**src/rtl/tx_fcs_append.sv**
```systemverilog
// tx_fcs_append: passes an MPDU byte stream through unchanged and appends its 802.11 CRC-32 FCS
module tx_fcs_append #(
   parameter logic [31:0] CRC_INIT   = 32'hFFFFFFFF,
   parameter bit          FCS_INVERT = 1'b1
) (
   input  logic        clk,
   input  logic        rst,
   input  logic [7:0]  s_data,
   input  logic        s_valid,
   input  logic        s_last,
   output logic        s_ready,
   input  logic        fcs_bypass,
   output logic [7:0]  m_data,
   output logic        m_valid,
   output logic        m_last,
   input  logic        m_ready,
   output logic [31:0] fcs_out,
   output logic        fcs_done
);
   localparam logic [31:0] POLY = 32'h04C11DB7;

   typedef enum logic {PASS, FCS} state_t;

   state_t      state_q, state_d;
   logic [31:0] crc_q, crc_d;
   logic [31:0] fcs_out_q, fcs_out_d;
   logic [7:0]  m_data_q, m_data_d;
   logic        m_valid_q, m_valid_d;
   logic        m_last_q, m_last_d;
   logic        m_fcs_q, m_fcs_d;
   logic        sof_q, sof_d;
   logic        bypass_q, bypass_d;
   logic [1:0]  cnt_q, cnt_d;
   logic        slot_free, accept, eff_bypass;
   logic [31:0] fcs_word;

   // Eight serial MSB-first shift steps, LSB of the byte first, unrolled into one cycle
   function automatic logic [31:0] crc_byte(input logic [31:0] c, input logic [7:0] d);
      logic [31:0] r;
      r = c;
      for (int i = 0; i < 8; i++)
         r = {r[30:0], 1'b0} ^ ((r[31] ^ d[i]) ? POLY : 32'h0);
      return r;
   endfunction

   assign slot_free  = ~m_valid_q | m_ready;
   assign s_ready    = ~rst & (state_q == PASS) & slot_free;
   assign accept     = s_valid & s_ready;
   assign eff_bypass = sof_q ? fcs_bypass : bypass_q;
   assign m_data     = m_data_q;
   assign m_valid    = m_valid_q;
   assign m_last     = m_last_q;
   assign fcs_out    = fcs_out_q;
   assign fcs_done   = m_valid_q & m_ready & m_last_q & m_fcs_q;

   // FCS word in transmit order: per-byte bit reversal of the CRC collapses to a full 32-bit reversal
   always_comb begin
      fcs_word = '0;
      for (int i = 0; i < 32; i++)
         fcs_word[i] = crc_q[31-i] ^ FCS_INVERT;
   end

   // Next-state: payload pass-through with CRC update, then four FCS bytes into the output slot
   always_comb begin
      state_d   = state_q;
      crc_d     = crc_q;
      fcs_out_d = fcs_out_q;
      m_data_d  = m_data_q;
      m_valid_d = m_valid_q;
      m_last_d  = m_last_q;
      m_fcs_d   = m_fcs_q;
      sof_d     = sof_q;
      bypass_d  = bypass_q;
      cnt_d     = cnt_q;
      if (state_q == PASS) begin
         if (accept) begin
            m_data_d  = s_data;
            m_valid_d = 1'b1;
            m_fcs_d   = 1'b0;
            m_last_d  = s_last & eff_bypass;
            crc_d     = crc_byte(crc_q, s_data);
            sof_d     = 1'b0;
            bypass_d  = eff_bypass;
            if (s_last && eff_bypass) begin
               crc_d = CRC_INIT;
               sof_d = 1'b1;
            end else if (s_last) begin
               state_d = FCS;
               cnt_d   = 2'd0;
            end
         end else if (slot_free) begin
            m_valid_d = 1'b0;
            m_last_d  = 1'b0;
         end
      end else if (slot_free) begin
         m_data_d  = fcs_word[{cnt_q, 3'b000} +: 8];
         m_valid_d = 1'b1;
         m_fcs_d   = 1'b1;
         m_last_d  = (cnt_q == 2'd3);
         cnt_d     = cnt_q + 2'd1;
         if (cnt_q == 2'd3) begin
            fcs_out_d = fcs_word;
            crc_d     = CRC_INIT;
            sof_d     = 1'b1;
            state_d   = PASS;
         end
      end
   end

   // State registers; reset drops any partial frame immediately
   always_ff @(posedge clk or posedge rst) begin
      if (rst) begin
         state_q   <= PASS;
         crc_q     <= CRC_INIT;
         fcs_out_q <= '0;
         m_data_q  <= '0;
         m_valid_q <= 1'b0;
         m_last_q  <= 1'b0;
         m_fcs_q   <= 1'b0;
         sof_q     <= 1'b1;
         bypass_q  <= 1'b0;
         cnt_q     <= '0;
      end else begin
         state_q   <= state_d;
         crc_q     <= crc_d;
         fcs_out_q <= fcs_out_d;
         m_data_q  <= m_data_d;
         m_valid_q <= m_valid_d;
         m_last_q  <= m_last_d;
         m_fcs_q   <= m_fcs_d;
         sof_q     <= sof_d;
         bypass_q  <= bypass_d;
         cnt_q     <= cnt_d;
      end
   end
endmodule

```
**config.mk**
```make
export PLATFORM = sky130hd
export DESIGN_NAME = tx_fcs_append
export DESIGN_NICKNAME = d
export VERILOG_FILES = /design/src/rtl/tx_fcs_append.sv
export SDC_FILE = /design/constraint.sdc
export NUM_CORES = 1
export LEC_CHECK = 0
export ABC_AREA = 0
export BUFFER_PORTS_ARGS = -buffer_cell sky130_fd_sc_hd__clkbuf_2
export CORE_UTILIZATION = 50
export CTS_BUF_LIST = sky130_fd_sc_hd__clkbuf_16
export DETAILED_ROUTE_END_ITERATION = 6
export GPL_TIMING_DRIVEN = 1
export PLACE_DENSITY = 0.71
export REMOVE_ABC_BUFFERS = 1
export SETUP_SLACK_MARGIN = 0.15
export SYNTH_ARGS = -nofsm -noshare
export SYNTH_HDL_FRONTEND = slang
export SYNTH_SLANG_ARGS = --single-unit
```
**constraint.sdc**
```tcl
create_clock -name clk -period 2.7 [get_ports clk]
set_input_delay 0.135 -clock clk [delete_from_list [all_inputs] [get_ports clk]]
set_output_delay 0.135 -clock clk [all_outputs]
set_load 0.05 [all_outputs]
```
Yosys cells after proc, flatten, opt, wreduce, memory -nomap -nowiden
Cells that the tools add are included.
- bits in registers: 80
- latch bits: 0
- memory bits (writable): 0
- ROM bits: 0
- input port bits: 14
- word-level logic and storage cells: 127
- memories: 0
- $add $sub $neg: 1
- multiply operators: 0
- divide/modulo/power cells: 0
- magnitude comparators: 0
- equal/unequal tests: 4
- shift-type cells: 1
- muxes and demuxes: 42
- bitwise logic cells: 59
- reductions and logical operators: 10
- operators with widths (cell ; number):
    bitwise XOR 32 x 27 -> 32 bit ; 8
    2-to-1 mux 27 bit ; 8
    2-to-1 mux 32 bit ; 5
    inverter 1 bit ; 35
    indexed part select 32 x 6 -> 8 bit ; 1
    2-to-1 mux 8 bit ; 3
    2-to-1 mux 1 bit ; 21
    2-to-1 mux 2 bit ; 5
    bitwise XOR 1 bit ; 8
    AND 1 bit ; 7
    AND reduction 2 bit ; 3
    AND reduction 3 bit ; 2
    nonzero test 2 bit ; 3
    != test 2 x 1 -> 1 bit, second input constant ; 2
    AND reduction 4 bit ; 1
    adder 2 x 1 -> 2 bit, second input constant ; 1
    equality test 2 bit, second input constant ; 1
    != test 2 bit, second input constant ; 1
    logical AND 1 bit ; 1
    OR 1 bit ; 1

Depth between registers and ports, before layout
- depth after elaboration: 27
- gate-level depth with buffers: 7

Worst setup path before layout
OpenSTA, ideal clock, no wires.
- path type: register to output
- from: reg m_valid_q (netlist: m_valid)
- to: out s_ready
- data arrival time: 1.852 ns
- slack: 0.713 ns
- stages on the path, launching flop included: 3
- buffers on the path: 0
- cells stage by stage: dfrtp_1 nor2b_1 nor3_1
- word-level cells in the longest chain between the ends: 3
- RTL lines (element ; RTL line ; source):
    from (decl) ; 28 ; logic m_valid_q, m_valid_d;
    from (signal assigned) ; 128 ; m_valid_q <= m_valid_d;
    inverter 1 bit ; 46 ; assign slot_free = ~m_valid_q | m_ready;
    OR 1 bit ; 46 ;
    AND 1 bit ; 47 ; assign s_ready = ~rst & (state_q == PASS) & slot_free;
    to (decl) ; 11 ; output logic s_ready,
No other way between the ends.

Worst setup path after layout
- from: reg crc_q[31]
- to: reg crc_q[5]
- word-level cells in the longest chain between the ends: 15
- RTL lines (element ; RTL line ; source):
    from (decl) ; 25 ; logic [31:0] crc_q, crc_d;
    from (signal assigned) ; 125 ; crc_q <= crc_d;
    bitwise XOR 1 bit ; 42 ; r = {r[30:0], 1'b0} ^ ((r[31] ^ d[i]) ? POLY : 32'h0);
    2-to-1 mux 27 bit ; 42 ;
    bitwise XOR 32 x 27 -> 32 bit (6 in a row) ; 42 ;
    bitwise XOR 1 bit ; 42 ;
    2-to-1 mux 27 bit ; 42 ;
    bitwise XOR 32 x 27 -> 32 bit (2 in a row) ; 42 ;
    2-to-1 mux 32 bit ; 84 ; if (s_last && eff_bypass) begin
    2-to-1 mux 32 bit ; 76 ; if (accept) begin
    2-to-1 mux 32 bit ; 75 ; if (state_q == PASS) begin
No other way between the ends. The select of a mux whose other input is x is not followed.
A chain may end at the register's enable or synchronous reset.

==> out/qor.csv <==
stage,metric,value,unit
grt,grt_first_pass_wirelength,14600,um
flow_run,drv_cap,0,
drt,drt_iter0_drc,151,
logic_synthesis,synthCells,351,
setup_path,cp.arrival,2.34,ns
logic_synthesis,ys_seq_area_frac,0.487,
setup_path,worstPathCellList,xnor2_1 -> xnor2_2 -> xnor3_1 -> o22a_1,
setup_path,cpPeakStageDelay,0.72,ns
timing,clock-skew-final,0.0109,ns
setup_path,worstPathMaxFanout,6,
timing,slew_headroom,0.395,
logic_synthesis,yosysUniqueCellTypes,36,
worst_hold_path,hold_path.class,input pin to register,
setup_path,critPathSlowestCell,xnor2_1,
grt,antenna_found_initial,0,
timing,setup_tns,0,ns
setup_path,path_delay_family,XOR/XNOR gates,
setup_path,crit_required,2.95,ns
timing,clock.fmax,0.481,GHz
die,fp.coreArea,0.00818,mm2
setup_path,cp-start-kind,register,
logic_synthesis,yosysWarnings,0,
timing,drv_slew,0,
setup_path,worstSetupPathType,register to register,
run_status,outcome,"complete, no violations",
die,io_pins,58,
cells_and_area,nFillCells,657,
clocking,cts_tree,yes,
timing,fin_crit_sh,0.771,
cells_and_area,num_antenna_cells,0,
clocking,cts_buffers,9,
clocking,h-tree-depth,3,
cells_and_area,areaGrowthSynthToFinish,18.6,%
timing,worst-slew-pin-transition,0.902,ns
placement,dp_hpwl,6120,um
die,die_h,93.6,um
die,initial_core_util,0.513,
clocking,postCtsSetupRepairBufs,0,
clocking,clk_pin_slew,0.07,ns
drt,post_drt_via_cell_ratio,5.39,
logic_synthesis,syn_area_per_cell,12.0,um2
cells_and_area,drive_above_1_share,0.335,
grt,grt_max_degree,66,
timing,setup_viol,0,
logic_synthesis,syn_area,0.00420,mm2
drt,drc_errors,0,
setup_path,cp-end-kind,register,
placement,routabilityCongestion,0.799,
clocking,cts.path.max_buffers,2,
grt,grt_overflow_total,0,
clocking,insertion_delay,0.34,ns
logic_synthesis,ys_ff_latch,80,
drt,avgRoutedWirePerCell,17.3,um
logic_synthesis,ys_async_sr_fraction,1.00,
logic_synthesis,synth_edf_count,0,
clocking,cts_resized,0,
die,die_area,0.00876,mm2
timing,hold_viol,0,
setup_path,worst-path-buf-inv,0,
grt,track_usage,0.227,
logic_synthesis,ys.flop_type,dfrtp_1,
drt,vias,2819,
timing,final.min_clock_period,2.08,ns
cells_and_area,nets,428,
timing,grt_setup_unrepaired,no,
grt,grt_pass1_vias,2745,
drt,wl,9030,um
clocking,clock-sinks,80,
drt,dr.pass1.iters,5,
die,fp.dieW,93.6,um
die,fp-row-count,33,
drt,drtAntennaViolNets,0,
placement,port_buffers,57,
clocking,cts_root_buffer,clkbuf_16,
## routing by layer
| layer | GRT usage | vias to the layer above | wire length (um) |
|---|---|---|---|
| li1 | - | 1342 | - |
| met5 | 0 | - | 0 |
| met2 | 0.362 | 63 | 4450 |
| met1 | 0.309 | 1398 | 4040 |
| met4 | 0.0859 | 0 | 197 |
| met3 | 0.0431 | 16 | 345 |
## registers in the layout (all words and copies together) (netlist names)
register  cells
crc_q        32
fcs_out      32
m_data        8
cnt_q         2
bypass_q      1
m_fcs_q       1
m_last        1
m_valid       1
sof_q         1
state_q       1
## cells in the mapped netlist (2+ instances only)
library cell / count / share of area
nand2_1: 57 / 0.051
xor2_2: 2 / 0.0078
xnor2_2: 4 / 0.016
o21ai_0: 51 / 0.061
nor2_1: 20 / 0.018
a21oi_1: 18 / 0.021
xnor3_1: 16 / 0.086
xnor2_4: 3 / 0.020
dfrtp_1: 47 / 0.28
o22a_1: 17 / 0.035
clkbuf_1: 16 / 0.014
nand3_1: 3 / 0.0036
xor2_1: 7 / 0.015
nor2b_1: 2 / 0.0030
xnor2_1: 23 / 0.048
xor3_1: 3 / 0.017
xor2_4: 2 / 0.013
mux2i_1: 2 / 0.0048
dfstp_2: 33 / 0.21
buf_1: 3 / 0.0027
mux4_2: 7 / 0.038
## per-stage QoR
step	cells	utilization	hold slack, ns	setup slack [ns]	area [um2]
after global routing	523	0.609	0.121	0.515	4980
after detailed placement	506	0.569	0.173	0.625	4650
final	523	0.609	0.0954	0.619	4980
after floorplan	332	-	0.313	0.0596	4130
after global placement	506	0.569	0.151	0.652	4650
after CTS	523	0.609	0.0925	0.608	4980
## repair_timing
| action | in CTS | in global routing |
|---|---|---|
| setup endpoints to repair | 0 | 0 |
| endpoints found under the hold margin | 15 | 0 |
| hold buffers | 1 | 0 |
## logic make-up after synthesis
kind of cell,after synthesis,synth area share
muxes,11,0.0513
xor gates and xnor gates,62,0.233
and+or+nand+nor,88,0.0853
adders and majority gates,1,0.00298
buffers and inverters,20,0.0179
DFF,80,0.487
AOI/OAI and AO/OA,89,0.123
## final timing paths
path | from | to | slack [ns] | cells after the start
worst max-delay path | crc_q[31] | crc_q[5] | 0.62 | 4
worst min-delay path | s_last | m_last | 0.1 | 3
worst max register to register | crc_q[31] | crc_q[5] | 0.62 | 4
worst min register to register | m_data[3] | m_data[3] | 0.47 | 2
max in group asynchronous | rst | crc_q[17] | 1.63 | 4
min in group asynchronous | rst | m_valid | 0.36 | 3
## worst reg2reg max path, delay by kind of cell (launching register included)
| family | cells | cell delay [ns] |
|---|---|---|
| XOR/XNOR | 3 | 1.44 |
| AO/OA/AOI/OAI | 1 | 0.18 |
| flip-flops | 1 | 0.38 |
## placed cells by master (no fill, tap or decap), drive strengths merged, types with 12 or more instances in the layout
cell / synthesis / routed
nand2: 57 / 57
xnor2: 30 / 30
dfstp: 33 / 33
buf: 3 / 12
nor2: 20 / 20
a21oi: 18 / 18
o22a: 17 / 17
o21ai: 52 / 52
clkbuf: 16 / 66
xnor3: 17 / 17
dfrtp: 47 / 47
## final cells by class
cell class              count  area, um2  area share
clock buffers               9        225      0.0453
multi-input cells         251       2090       0.419
repair buffers             70        398      0.0800
inverters                   1       3.75    0.000754
well taps                 105        131      0.0264
flip-flops and latches     80       2040       0.411
clock inverters             7       87.6      0.0176
Power is not shown: default switching activity piles up to over one toggle a cycle in this logic, so the estimate is an artifact.
